### src/rtl/fir_pkg.sv
// Shared FIR datapath widths and output saturation limits,
// common to the MAC stage and the output stage.
package fir_pkg;

    localparam int FIR_ACC_W = 48;
    localparam int FIR_OUT_W = 24;
    localparam int FIR_SHIFT = 23;

    localparam logic signed [FIR_OUT_W-1:0] SAT_MAX =
        {1'b0, {(FIR_OUT_W-1){1'b1}}};
    localparam logic signed [FIR_OUT_W-1:0] SAT_MIN =
        {1'b1, {(FIR_OUT_W-1){1'b0}}};

endpackage

### src/rtl/fir_out_fifo.sv
// Output sample FIFO: power-of-two depth, registered not-empty flag,
// head entry presented combinationally (zero while empty).
module fir_out_fifo #(
    parameter int DEPTH = 4,
    parameter int W     = 24
) (
    input  logic         clk,
    input  logic         reset,
    input  logic         wr_i,
    input  logic [W-1:0] wr_data_i,
    input  logic         rd_i,
    output logic         valid_o,
    output logic [W-1:0] data_o,
    output logic         full_o
);

    localparam int PW = $clog2(DEPTH);

    logic [W-1:0]  mem_q [DEPTH];
    logic [PW-1:0] wptr_q;
    logic [PW-1:0] rptr_q;
    logic [PW:0]   cnt_q;
    logic [PW:0]   cnt_d;
    logic          valid_q;
    logic          rd;
    logic          wr;

    assign rd     = rd_i && valid_q;
    assign full_o = (cnt_q == (PW+1)'(DEPTH));
    // A full FIFO still takes a write when the head leaves the same cycle
    assign wr     = wr_i && (!full_o || rd);
    assign cnt_d  = cnt_q + (PW+1)'(wr) - (PW+1)'(rd);

    always_ff @(posedge clk) begin
        if (reset) begin
            wptr_q  <= '0;
            rptr_q  <= '0;
            cnt_q   <= '0;
            valid_q <= 1'b0;
        end else begin
            if (wr) wptr_q <= wptr_q + PW'(1);
            if (rd) rptr_q <= rptr_q + PW'(1);
            cnt_q   <= cnt_d;
            valid_q <= (cnt_d != '0);
        end
    end

    always_ff @(posedge clk) begin
        if (wr) mem_q[wptr_q] <= wr_data_i;
    end

    assign valid_o = valid_q;
    assign data_o  = valid_q ? mem_q[rptr_q] : '0;

endmodule

### src/rtl/fir_out_stage.sv
// FIR output stage: round, saturate, decimate, then buffer samples
// in a small FIFO with sticky saturation/drop status.
module fir_out_stage
    import fir_pkg::*;
#(
    parameter int ACC_W = FIR_ACC_W,
    parameter int OUT_W = FIR_OUT_W,
    parameter int SHIFT = FIR_SHIFT,
    parameter int DEPTH = 4,
    parameter int DEC_W = 8
) (
    input  logic                    clk,
    input  logic                    reset,
    input  logic                    in_valid,
    input  logic signed [ACC_W-1:0] in_data,
    input  logic [DEC_W-1:0]        decim,
    output logic                    out_valid,
    input  logic                    out_ready,
    output logic signed [OUT_W-1:0] out_data,
    input  logic                    clr_flags,
    output logic                    sat_flag,
    output logic                    drop_flag,
    output logic [15:0]             drop_count
);

    localparam int AW = ACC_W + 1 - SHIFT;
    localparam logic signed [ACC_W:0] RND =
        {{AW{1'b0}}, 1'b1, {(SHIFT-1){1'b0}}};
    localparam logic signed [AW-1:0] MAXV =
        {{(AW-OUT_W+1){1'b0}}, {(OUT_W-1){1'b1}}};
    localparam logic signed [AW-1:0] MINV =
        {{(AW-OUT_W+1){1'b1}}, {(OUT_W-1){1'b0}}};

    logic signed [ACC_W:0]   sum;
    logic                    unused_lsb;
    logic                    a_vld_q;
    logic                    b_vld_q;
    logic signed [AW-1:0]    a_q;
    logic signed [OUT_W-1:0] b_q;
    logic signed [OUT_W-1:0] b_d;
    logic                    clamp;
    logic [DEC_W-1:0]        cnt_q;
    logic [DEC_W-1:0]        cnt_d;
    logic                    fwd;
    logic                    wrap;
    logic                    full;
    logic                    drop;
    logic                    sat_q;
    logic                    drop_q;
    logic [15:0]             dcnt_q;

    // One extra bit so the rounding offset can never wrap
    assign sum        = $signed({in_data[ACC_W-1], in_data}) + RND;
    assign unused_lsb = ^sum[SHIFT-1:0];

    always_comb begin
        b_d   = a_q[OUT_W-1:0];
        clamp = 1'b0;
        if (a_q > MAXV) begin
            b_d   = MAXV[OUT_W-1:0];
            clamp = 1'b1;
        end else if (a_q < MINV) begin
            b_d   = MINV[OUT_W-1:0];
            clamp = 1'b1;
        end
    end

    assign fwd   = b_vld_q && (cnt_q == '0);
    assign wrap  = (decim <= DEC_W'(1)) ||
                   (cnt_q >= decim - DEC_W'(1));
    assign cnt_d = wrap ? '0 : cnt_q + DEC_W'(1);
    assign drop  = fwd && full && !(out_valid && out_ready);

    always_ff @(posedge clk) begin
        if (in_valid) a_q <= sum[ACC_W:SHIFT];
        if (a_vld_q)  b_q <= b_d;
    end

    always_ff @(posedge clk) begin
        if (reset) begin
            a_vld_q <= 1'b0;
            b_vld_q <= 1'b0;
            cnt_q   <= '0;
            sat_q   <= 1'b0;
            drop_q  <= 1'b0;
            dcnt_q  <= '0;
        end else begin
            a_vld_q <= in_valid;
            b_vld_q <= a_vld_q;
            if (b_vld_q) cnt_q <= cnt_d;
            if (a_vld_q && clamp) sat_q <= 1'b1;
            else if (clr_flags)   sat_q <= 1'b0;
            // A coincident event beats the clear
            if (drop) begin
                drop_q <= 1'b1;
                if (clr_flags)    dcnt_q <= 16'd1;
                else if (~&dcnt_q) dcnt_q <= dcnt_q + 16'd1;
            end else if (clr_flags) begin
                drop_q <= 1'b0;
                dcnt_q <= '0;
            end
        end
    end

    fir_out_fifo #(
        .DEPTH (DEPTH),
        .W     (OUT_W)
    ) u_fifo (
        .clk       (clk),
        .reset     (reset),
        .wr_i      (fwd),
        .wr_data_i (b_q),
        .rd_i      (out_ready),
        .valid_o   (out_valid),
        .data_o    (out_data),
        .full_o    (full)
    );

    assign sat_flag   = sat_q;
    assign drop_flag  = drop_q;
    assign drop_count = dcnt_q;

endmodule

### config.mk
export PLATFORM = sky130hd
export DESIGN_NAME = fir_out_stage
export DESIGN_NICKNAME = d
export VERILOG_FILES = /design/src/rtl/fir_pkg.sv /design/src/rtl/fir_out_fifo.sv /design/src/rtl/fir_out_stage.sv
export SDC_FILE = /design/constraint.sdc
export NUM_CORES = 1
export LEC_CHECK = 0
export CORE_UTILIZATION = 45
export DETAILED_ROUTE_END_ITERATION = 10
export PLACE_DENSITY = 0.69
export REMOVE_ABC_BUFFERS = 1
export SLEW_MARGIN = 20
export SYNTH_ARGS = -nofsm -noshare
export SYNTH_HDL_FRONTEND = slang
export SYNTH_SLANG_ARGS = --single-unit
### constraint.sdc
create_clock -name clk -period 4.17 [get_ports clk]
set_input_delay 0.834 -clock clk [delete_from_list [all_inputs] [get_ports clk]]
set_output_delay 0.834 -clock clk [all_outputs]
set_load 0.005 [all_outputs]
==> results by group, run 1 <==
Yosys
  • Synth Instances: 561
  • Post-synth EDFFs: between 100 and 150
  • Primary FF master, synth: edfxtp_1
  • Synth unique cells: between 50 and 60
  • Mapped Area: approximately 8000 um^2
  • Share of flip-flops with an asynchronous set or reset: 0
  • YS warnings: 0
  • Post-synthesis register bit count: 184
  • Avg Cell Area, Syn: between 10 and 15 um^2
  • Sequential element share of the synthesized area: 0.650

STA
  • Final setup fails: 0
  • Final setup TNS: 0 ps
  • RSZ-0062 raised after global routing: no
  • Fin. max-slew vios: 0
  • Final hold viol count: 0
  • Relative slew slack: 0.423
  • Worst clock skew: roughly 7.6 ps
  • Worst setup slack after layout: ~750 ps
  • Final worst path period share: 0.820
  • Achievable Freq: between 0.2 and 0.3 GHz
  • Minimum clock period: 3420 ps
  • Worst-Margin Slew: 864 ps

Clocking
  • Hold-fix buffers, CTS: 0
  • Post-CTS Setup Bufs: 0
  • Clk Latency, worst-skew pair: ~420 ps
  • Cts bufs inserted: 17
  • Clock Path Buffers: 2
  • Cts repair resizes: 0
  • Reg clk slew, reported paths: 60 ps
  • Sink Count: between 150 and 200
  • H-tree level count: 4
  • Clock root cell: clkbuf_16
  • TritonCTS clock tree: done

Cells and area
  • Nets: about 730
  • P&R area growth vs syn: 20.7%
  • Share of layout cells above drive strength 1: 0.119
  • Antenna fix cells: 0
  • Design Area, Final: between 9000 and 10,000 um^2

Detailed routing
  • # DRC: 0
  • Via count: between 4,000 and 5,000
  • DR vias/cell: 5.10
  • Final WL: 14.0 mm
  • Routed Antenna Nets: 0
  • Iter 0 DRT Violations: about 420
  • Drt pass-1 iters: 7
  • Drt wl/cell: ~16 um

Worst setup path
  • CP Max Fanout: 9
  • Reg2reg start: u_fifo.valid_o$_SDFF_PP0_
  • Crit path largest cell delay: around 680 ps
  • Reg2reg end: u_fifo.valid_o$_SDFF_PP0_
  • Required time of the critical path: 3340 ps
  • Startpoint Class: register
  • R2R Setup Slk: between 1500 and 2000 ps
  • Critical path's top delay family: buffers and inverters
  • Crit path arrival time: between 2000 and 3000 ps
  • CP endpoint: out_data[19]
  • Setup crit end kind: output pin
  • Bufs and invs on worst path: 2
  • Cell count along the critical path: 4
  • Slowest stage cell, crit path: dfxtp_1
  • Crit Path Category: reg -> out
  • Critical-path cell list: buf_4, mux4_2, and2_1, clkdlybuf4s50_1
  • Reg2Reg Depth: 9

Floorplanning
  • Area of the core: roughly 17,000 um^2
  • Die Width: 135 um
  • # IOs: 104
  • DIE AREA: roughly 18,000 um^2
  • Die Ht: roughly 130 um
  • Starting Density: 0.459
  • FP Rows: 48

Global routing
  • Largest net degree at the start of global routing: 28
  • Vias in the first global route: roughly 4,500
  • Remaining Overflow, GRT: 0
  • Total GRT Usage: 0.167
  • Initial antenna violation count: 0
  • First-pass GRT wire length: between 20 and 25 mm

Place
  • Dpl cell area: ~9000 um^2
  • Place WS: roughly 550 ps
  • Port Buf Inserts: just over 80
  • Routability cong.: around 0.80
  • Detail Placement HPWL: between 9 and 10 mm

Power
  • Worst vdd ir: roughly 0.00033 V
  • Power per cell area: 448 nW/um^2
  • LEAKAGE: 3.29 nW

Flow run
  • Max Cap Viol: 0

Hold path
  • Min-delay worst type: reg -> reg

Run status
  • Status: finished clean
==> cells in the final DEF (no fill, tap or decap), types with 4 or more instances in the layout <==
master,n
a31oi_1,4
clkbuf_16,17
nand3_1,19
inv_6,5
nor2_1,32
xor2_1,17
a21oi_1,11
and2_1,28
mux4_2,24
nand4_1,10
xnor2_1,29
dfxtp_1,37
buf_4,9
nand2_1,73
edfxtp_1,146
nor2b_1,6
a22o_1,4
and4_1,6
clkdlybuf4s50_1,80
ha_1,20
and3_1,6
inv_1,16
nor3_1,8
==> where the power goes <==
group          total (mW)  internal (mW)  switching (mW)
sequential           2.18           2.09          0.0912
clock                1.50          0.829           0.671
combinational       0.599          0.356           0.243
total                4.28           3.27            1.00
==> worst min path at each step <==
stage,startpoint,endpoint,depth (start not counted)
2_1_floorplan,a_q[25]$_DFFE_PP_,b_q[23]$_SDFFCE_PP0P_,0
3_3_place_gp,a_q[25]$_DFFE_PP_,b_q[23]$_SDFFCE_PP0P_,0
3_5_place_dp,a_q[25]$_DFFE_PP_,b_q[23]$_SDFFCE_PP0P_,0
4_1_cts,drop_flag$_SDFFE_PP0P_,drop_flag$_SDFFE_PP0P_,2
5_1_grt,drop_flag$_SDFFE_PP0P_,drop_flag$_SDFFE_PP0P_,2
6_report,drop_flag$_SDFFE_PP0P_,drop_flag$_SDFFE_PP0P_,2
==> layer usage <==
layer / GRT usage / part of all wire
met5: 0 / 0
met3: 0.0319 / 0.043
met2: 0.269 / 0.49
met4: 0.0718 / 0.015
met1: 0.221 / 0.45
==> flip-flops by register name, indices dropped and copies added, names as in the netlist, 2 cells and up, named ones only <==
name	count
u_fifo.cnt_q	3
u_fifo.mem_q	96
b_q	24
drop_count	16
cnt_q	8
u_fifo.wptr_q	2
u_fifo.rptr_q	2
a_q	26
==> synthesized netlist by cell type, drive strengths merged (14+ instances only) <==
cell	count	area, um^2
edfxtp	146	4380
ha	20	250
mux4	24	541
nand2	73	274
and2	28	175
nor2	32	120
clkbuf	14	52.6
dfxtp	38	761
xor2	17	149
nand3	20	105
a21oi	14	88.8
xnor2	29	254
inv	16	60.1
==> worst min-delay path, stage by stage (launching register included) <==
cell	delay (ps)
dfxtp_1	310
nand2b_1	60
a21oi_1	60
==> through the flow <==
stage	total power [mW]	util	hold WS, ps	cells
3_3_place_gp	2.81	0.522	460	858
3_5_place_dp	2.83	0.522	467	858
6_report	4.28	0.554	472	890
5_1_grt	4.45	0.554	506	890
2_1_floorplan	2.51	-	444	543
4_1_cts	4.32	0.554	481	890
==> kinds of logic after synthesis <==
logic type      Yosys count  share of synthesized area
compound gates           38                     0.0343
xor+xnor                 46                     0.0509
fa+ha+maj                21                     0.0341
buf+inv                  34                     0.0166
flops                   184                      0.650
mux                      26                     0.0708
simple gates            212                      0.143
==> area by class of cell <==
type / count / area (um^2)
inverters: 16 / 60.1
multi-input cells: 343 / 2640
well taps: 225 / 282
repair buffers: 90 / 873
clock inverters: 13 / 118
flip-flops and latches: 184 / 5150
clock buffers: 19 / 433
fillers: 1329 / 7690
Note: power is estimated with default switching activity, not from simulation.
==> inputs of run 2 (changes only) <==
Settings changed: PLACE_DENSITY 0.69 to 0.72.
Clock period 4.17 ns to 2.9 ns, I/O delays scaled along.
==> results by group, run 2 (same netlist as run 1, synthesis figures left out) <==
Run status
  • Status: finished clean

Cells and area
  • Filler instances: 1,344 (+1.1%)
  • Max reg flops: 96 (unchanged)
  • Nets: 752 (+2.5%)
  • Design Area, Final: 9730 um^2 (+1.9%)
  • FF+latch area: 5140 um^2 (about the same)
  • Regs by FF count: u_fifo.mem_q x96, a_q x26, b_q x24
  • Share of layout cells above drive strength 1: 0.139 (+0.0203)
  • Commonest non-fill, non-tap cell in the layout: edfxtp_1
  • P&R area growth vs syn: 23.0%
  • Reg with most FFs: u_fifo.mem_q
  • Most frequent cells in the layout: edfxtp_1, clkdlybuf4s50_1, nand2_1
  • Antenna fix cells: 0 (unchanged)
  • Area occupied by multi-input gates: 2640 um^2 (unchanged)

Clocking
  • Cts bufs inserted: 17 (unchanged)
  • TritonCTS clock tree: done
  • Reg clk slew, reported paths: 60 ps (about the same)
  • Clock root cell: clkbuf_16
  • Clk Latency, worst-skew pair: 410 ps (about the same)
  • Post-CTS Setup Bufs: 0 (unchanged)
  • Hold-fix buffers, CTS: 0 (unchanged)
  • Clock Path Buffers: 2 (unchanged)
  • Sink Count: 184 (unchanged)
  • H-tree level count: 4 (unchanged)
  • Cts repair resizes: 0 (unchanged)

Detailed routing
  • Drt wl/cell: 16.1 um (+2.4%)
  • Via count: 4,722 (+4.0%)
  • Drt pass-1 iters: 5 (-2)
  • Final WL: 14.6 mm (+4.4%)
  • Iter 0 DRT Violations: 327 (-21%)
  • # DRC: 0 (unchanged)
  • DR vias/cell: 5.20 (+2.0%)
  • Routed Antenna Nets: 0 (unchanged)

Power
  • Seq pwr share: 0.507 (-0.002)
  • Int Power: 4.65 mW (+42%)
  • Sw Pwr: 1.44 mW (+44%)
  • Switching share of total power: 0.237 (+0.00196)
  • Power per cell area: 626 nW/um^2 (+40%)
  • Combinational share of power: 0.158 (+0.018)
  • LEAKAGE: 3.38 nW (+2.7%)
  • Clock power share: 0.335 (-0.016)
  • Worst vdd ir: 0.000524 V (+61%)

Global routing
  • Vias in the first global route: 4,660 (+2.7%)
  • Total GRT Usage: 0.167 (about the same)
  • First-pass GRT wire length: 23.0 mm (+0.15%)
  • Remaining Overflow, GRT: 0 (unchanged)
  • Initial antenna violation count: 0 (unchanged)
  • Largest net degree at the start of global routing: 28 (unchanged)

Floorplanning
  • DIE AREA: 18,100 um^2 (unchanged)
  • FP Rows: 48 (unchanged)
  • # IOs: 104 (unchanged)
  • Area of the core: 17,200 um^2 (unchanged)
  • Die Width: 135 um (unchanged)
  • Starting Density: 0.459 (unchanged)
  • Die Ht: 135 um (unchanged)

STA
  • Final hold viol count: 0 (unchanged)
  • Minimum clock period: 2780 ps
  • Fin. max-slew vios: 0 (unchanged)
  • Worst clock skew: 10.7 ps (+3.07 ps)
  • Final worst path period share: 0.960
  • Achievable Freq: between 0.3 and 0.4 GHz
  • RSZ-0062 raised after global routing: no
  • Relative slew slack: 0.529 (+0.106)
  • Final setup fails: 0 (unchanged)
  • Fin Hold WS: 472 ps (+0.0730 ps)
  • Final setup TNS: 0 ps (unchanged)
  • Worst-Margin Slew: 704 ps (-160 ps)

Worst setup path
  • Crit path largest cell delay: 540 ps (-140 ps)
  • Required time of the critical path: 2320 ps (-1020 ps)
  • Bufs and invs on worst path: 2 (unchanged)
  • Crit Path Category: reg -> out
  • Critical-path cell list: buf_12, mux4_2, and2_1, clkdlybuf4s50_1
  • Startpoint Class: register
  • Slowest stage cell, crit path: mux4_2
  • Crit path arrival time: 2200 ps (-390 ps)
  • CP Max Fanout: 24 (+15)
  • Reg2Reg Depth: 7 (-2)
  • Setup crit end kind: output pin
  • Critical path's top delay family: buffers and inverters
  • Cell count along the critical path: 4 (unchanged)

Place
  • Detail Placement HPWL: 9.99 mm (+4.3%)
  • Routability cong.: 0.805 (unchanged)
  • Port Buf Inserts: 81 (unchanged)
  • Dpl cell area: 9200 um^2 (+2.2%)

Flow run
  • Max Cap Viol: 0 (unchanged)

Hold path
  • Hold path cells: 2 (unchanged)
  • Min-delay worst type: reg -> reg
run 2: changes by cell type in the layout (fill, tap and decap cells not counted), sizes merged:
cell           before  now
clkdlybuf4s50      80   81
bufinv              1    0
clkinv              4    8
inv                22   19
buf                10   27
run 2: area by class of cell:
class | count | area share
Clock buffer | 19 | 0.0445
Clock inverter | 13 | 0.0102
Inverter | 16 | 0.00617
Multi-Input combinational cell | 343 | 0.271
Sequential cell | 184 | 0.529
Tap cell | 225 | 0.0289
Timing Repair Buffer | 108 | 0.111
run 2: power groups by stage:
| stage | Clock [mW] | Combinational (mW) | Sequential, mW |
|---|---|---|---|
| after floorplan | 0 | 0.438 | 3.17 |
| after detailed placement | 0 | 0.974 | 3.15 |
| final | 2.04 | 0.963 | 3.09 |
| after global placement | 0 | 0.947 | 3.13 |
| after CTS | 2.08 | 0.982 | 3.09 |
| after global routing | 2.18 | 1.05 | 3.11 |
run 2: path summary, 6_finish.rpt:
| kind | endpoint | startpoint | slack (ps) |
|---|---|---|---|
| worst min-delay path | drop_flag$_SDFFE_PP0P_ | drop_flag$_SDFFE_PP0P_ | 470 |
| worst max register to register | drop_count[14]$_SDFFE_PP0P_ | cnt_q[0]$_SDFFE_PP0P_ | 560 |
| worst max-delay path | out_data[13] | register | 120 |
| worst min register to register | drop_flag$_SDFFE_PP0P_ | drop_flag$_SDFFE_PP0P_ | 470 |
run 2: metrics by stage:
| stage | setup slack (ps) | util | cells | power [mW] |
|---|---|---|---|---|
| floorplan | 326 | - | 543 | 3.61 |
| global placement | -188 | 0.534 | 876 | 4.08 |
| detailed placement | -264 | 0.534 | 876 | 4.12 |
| CTS | 83.1 | 0.565 | 908 | 6.15 |
| global route | 40.4 | 0.565 | 908 | 6.33 |
| finish | 116 | 0.565 | 908 | 6.10 |
run 2: layer usage:
layer	GRT usage	wire, um	up-vias	part of all wire
met2	0.290	7580	119	0.52
met1	0.206	6150	2298	0.42
li1	-	-	2289	-
met5	0	0	-	0
met3	0.0319	569	16	0.039
met4	0.0624	286	0	0.020
run 2: worst register-to-register path, cell delays in order, from the launching register on:
cell and delay (ps):
dfxtp_1 350, inv_1 140, ha_1 160, nor4b_2 270, nand4_1 500, nor2_1 570
nand2b_1 120, a31oi_1 170
==> inputs of run 3 (changes only) <==
Settings changed: CORE_MARGIN from default to 2, PLACE_DENSITY 0.72 to 0.7.
==> results by group, run 3 (same netlist as run 1, synthesis figures left out) <==
Cells and area
  • P&R area growth vs syn: 24.1%
  • Max reg flops: 96 (unchanged)
  • Nets: 752 (unchanged)
  • Antenna fix cells: 0 (unchanged)
  • Reg with most FFs: u_fifo.mem_q
  • Commonest non-fill, non-tap cell in the layout: edfxtp_1
  • Utilization after layout: 0.570 (+0.00537)
  • Final std cells w/o fill: 908 (unchanged)
  • Most frequent cells in the layout: edfxtp_1, clkdlybuf4s50_1, nand2_1
  • Regs by FF count: u_fifo.mem_q x96, a_q x26, b_q x24
  • Share of layout cells above drive strength 1: 0.142 (+0.00293)

Floorplanning
  • DIE AREA: 18,700 um^2 (+3.0%)
  • Starting Density: 0.459 (unchanged)
  • FP Rows: 48 (unchanged)
  • Area of the core: 17,200 um^2 (unchanged)
  • Die Ht: 137 um (+1.5%)
  • # IOs: 104 (unchanged)
  • Die Width: 137 um (+1.5%)

Place
  • Routability cong.: 0.801 (-0.50%)
  • Post-Place Cells: 876 (unchanged)
  • Detail Placement HPWL: 9.66 mm (-3.4%)
  • Port Buf Inserts: 81 (unchanged)

STA
  • RSZ-0062 raised after global routing: no
  • Final worst path period share: 0.952 (-0.00774)
  • Final setup fails: 0 (unchanged)
  • Final setup TNS: 0 ps (unchanged)
  • Minimum clock period: 2760 ps (-22.4 ps)
  • Achievable Freq: 0.362 GHz (+0.81%)
  • Final hold viol count: 0 (unchanged)
  • Relative slew slack: 0.553 (+0.0235)
  • Fin. max-slew vios: 0 (unchanged)
  • Worst-Margin Slew: 669 ps (-35.2 ps)
  • Worst clock skew: 12.4 ps (+1.70 ps)

Power
  • Power per cell area: 658 nW/um^2 (+5.0%)
  • Int Power: 5.00 mW (+7.4%)
  • Sw Pwr: 1.47 mW (+1.5%)
  • Worst vdd ir: 0.000503 V (-4.1%)
  • Switching share of total power: 0.227 (-0.0101)
  • LEAKAGE: 3.42 nW (+1.2%)
  • Final Total Pwr: 6.46 mW (+6.0%)
  • Seq pwr share: 0.475 (-0.032)
  • Combinational share of power: 0.152 (-0.006)
  • Clock power share: 0.374 (+0.039)

Worst setup path
  • Crit path arrival time: 2180 ps (-20 ps)
  • Critical-path cell list: buf_12, mux4_2, and2_1, clkdlybuf4s50_1
  • CP Max Fanout: 24 (unchanged)
  • Startpoint Class: register
  • Crit Path Category: reg -> out
  • Slowest stage cell, crit path: mux4_2
  • Required time of the critical path: 2320 ps (about the same)
  • Crit path largest cell delay: 510 ps (-30 ps)
  • Setup crit end kind: output pin

Clocking
  • Cts repair resizes: 0 (unchanged)
  • Clk Latency, worst-skew pair: 430 ps (+20 ps)
  • Clock root cell: clkbuf_16
  • Hold-fix buffers, CTS: 0 (unchanged)
  • Reg clk slew, reported paths: 70 ps (about the same)
  • Post-CTS Setup Bufs: 0 (unchanged)
  • Cts bufs inserted: 17 (unchanged)
  • TritonCTS clock tree: done
  • Sink Count: 184 (unchanged)
  • Clock Path Buffers: 2 (unchanged)
  • H-tree level count: 4 (unchanged)

Global routing
  • First-pass GRT wire length: 23.2 mm (+0.87%)
  • Largest net degree at the start of global routing: 28 (unchanged)
  • Initial antenna violation count: 0 (unchanged)
  • Remaining Overflow, GRT: 0 (unchanged)
  • Vias in the first global route: 4,628 (-0.69%)
  • Total GRT Usage: 0.162 (-0.00459)

Detailed routing
  • DR vias/cell: 5.15 (-1.1%)
  • Via count: 4,672 (-1.1%)
  • Final WL: 14.3 mm (-1.6%)
  • Drt pass-1 iters: 4 (-1)
  • Drt wl/cell: 15.8 um (-1.6%)
  • # DRC: 0 (unchanged)
  • Routed Antenna Nets: 0 (unchanged)
  • Iter 0 DRT Violations: 377 (+15%)

Flow run
  • Max Cap Viol: 0 (unchanged)

Run status
  • Status: finished clean

Hold path
  • Min-delay worst type: reg -> reg
[run 3: critical path, delay by kind of cell, from the launching register on]
kind / cells / cell delay (ps)
mux: 1 / 510
buf+inv: 2 / 680
simple gates: 1 / 200
flops: 1 / 350
[run 3: final cells by class]
cell class	instances	area (um^2)
clock buffers	18	429
fillers	1307	7410
multi-input cells	343	2640
clock inverters	14	195
flip-flops and latches	184	5140
well taps	225	282
repair buffers	108	1080
inverters	16	60.1
[run 3: path summary, 6_finish.rpt]
path | slack (ps) | end | depth (start not counted) | startpoint
min | 480 | drop_flag$_SDFFE_PP0P_ | 2 | drop_flag$_SDFFE_PP0P_
max | 140 | out_data[15] | 4 | register
max reg2reg | 720 | u_fifo.valid_o$_SDFF_PP0_ | 9 | cnt_q[0]$_SDFFE_PP0P_
min reg2reg | 480 | drop_flag$_SDFFE_PP0P_ | 2 | drop_flag$_SDFFE_PP0P_
[run 3: layer usage]
metal | global-route usage | wire length [um] | vias up
met5 | 0 | 0 | -
met3 | 0.0337 | 535 | 16
met2 | 0.273 | 7280 | 91
met1 | 0.210 | 6320 | 2273
li1 | - | - | 2292
met4 | 0.0538 | 218 | 0
[run 3: power groups by stage]
stage	registers, mW	logic (mW)	clock network, mW
2_1_floorplan	3.17	0.438	0
3_3_place_gp	3.11	0.969	0
3_5_place_dp	3.12	0.992	0
4_1_cts	3.07	1.00	2.45
5_1_grt	3.08	1.08	2.55
6_report	3.07	0.980	2.41
[run 3: through the flow]
step	hold WS [ps]	setup WS, ps	area [um^2]
finish	476	139	9830
global route	517	20.1	9830
CTS	480	97.5	9830
detailed placement	464	-245	9200
global placement	465	-204	9200
floorplan	444	326	7840
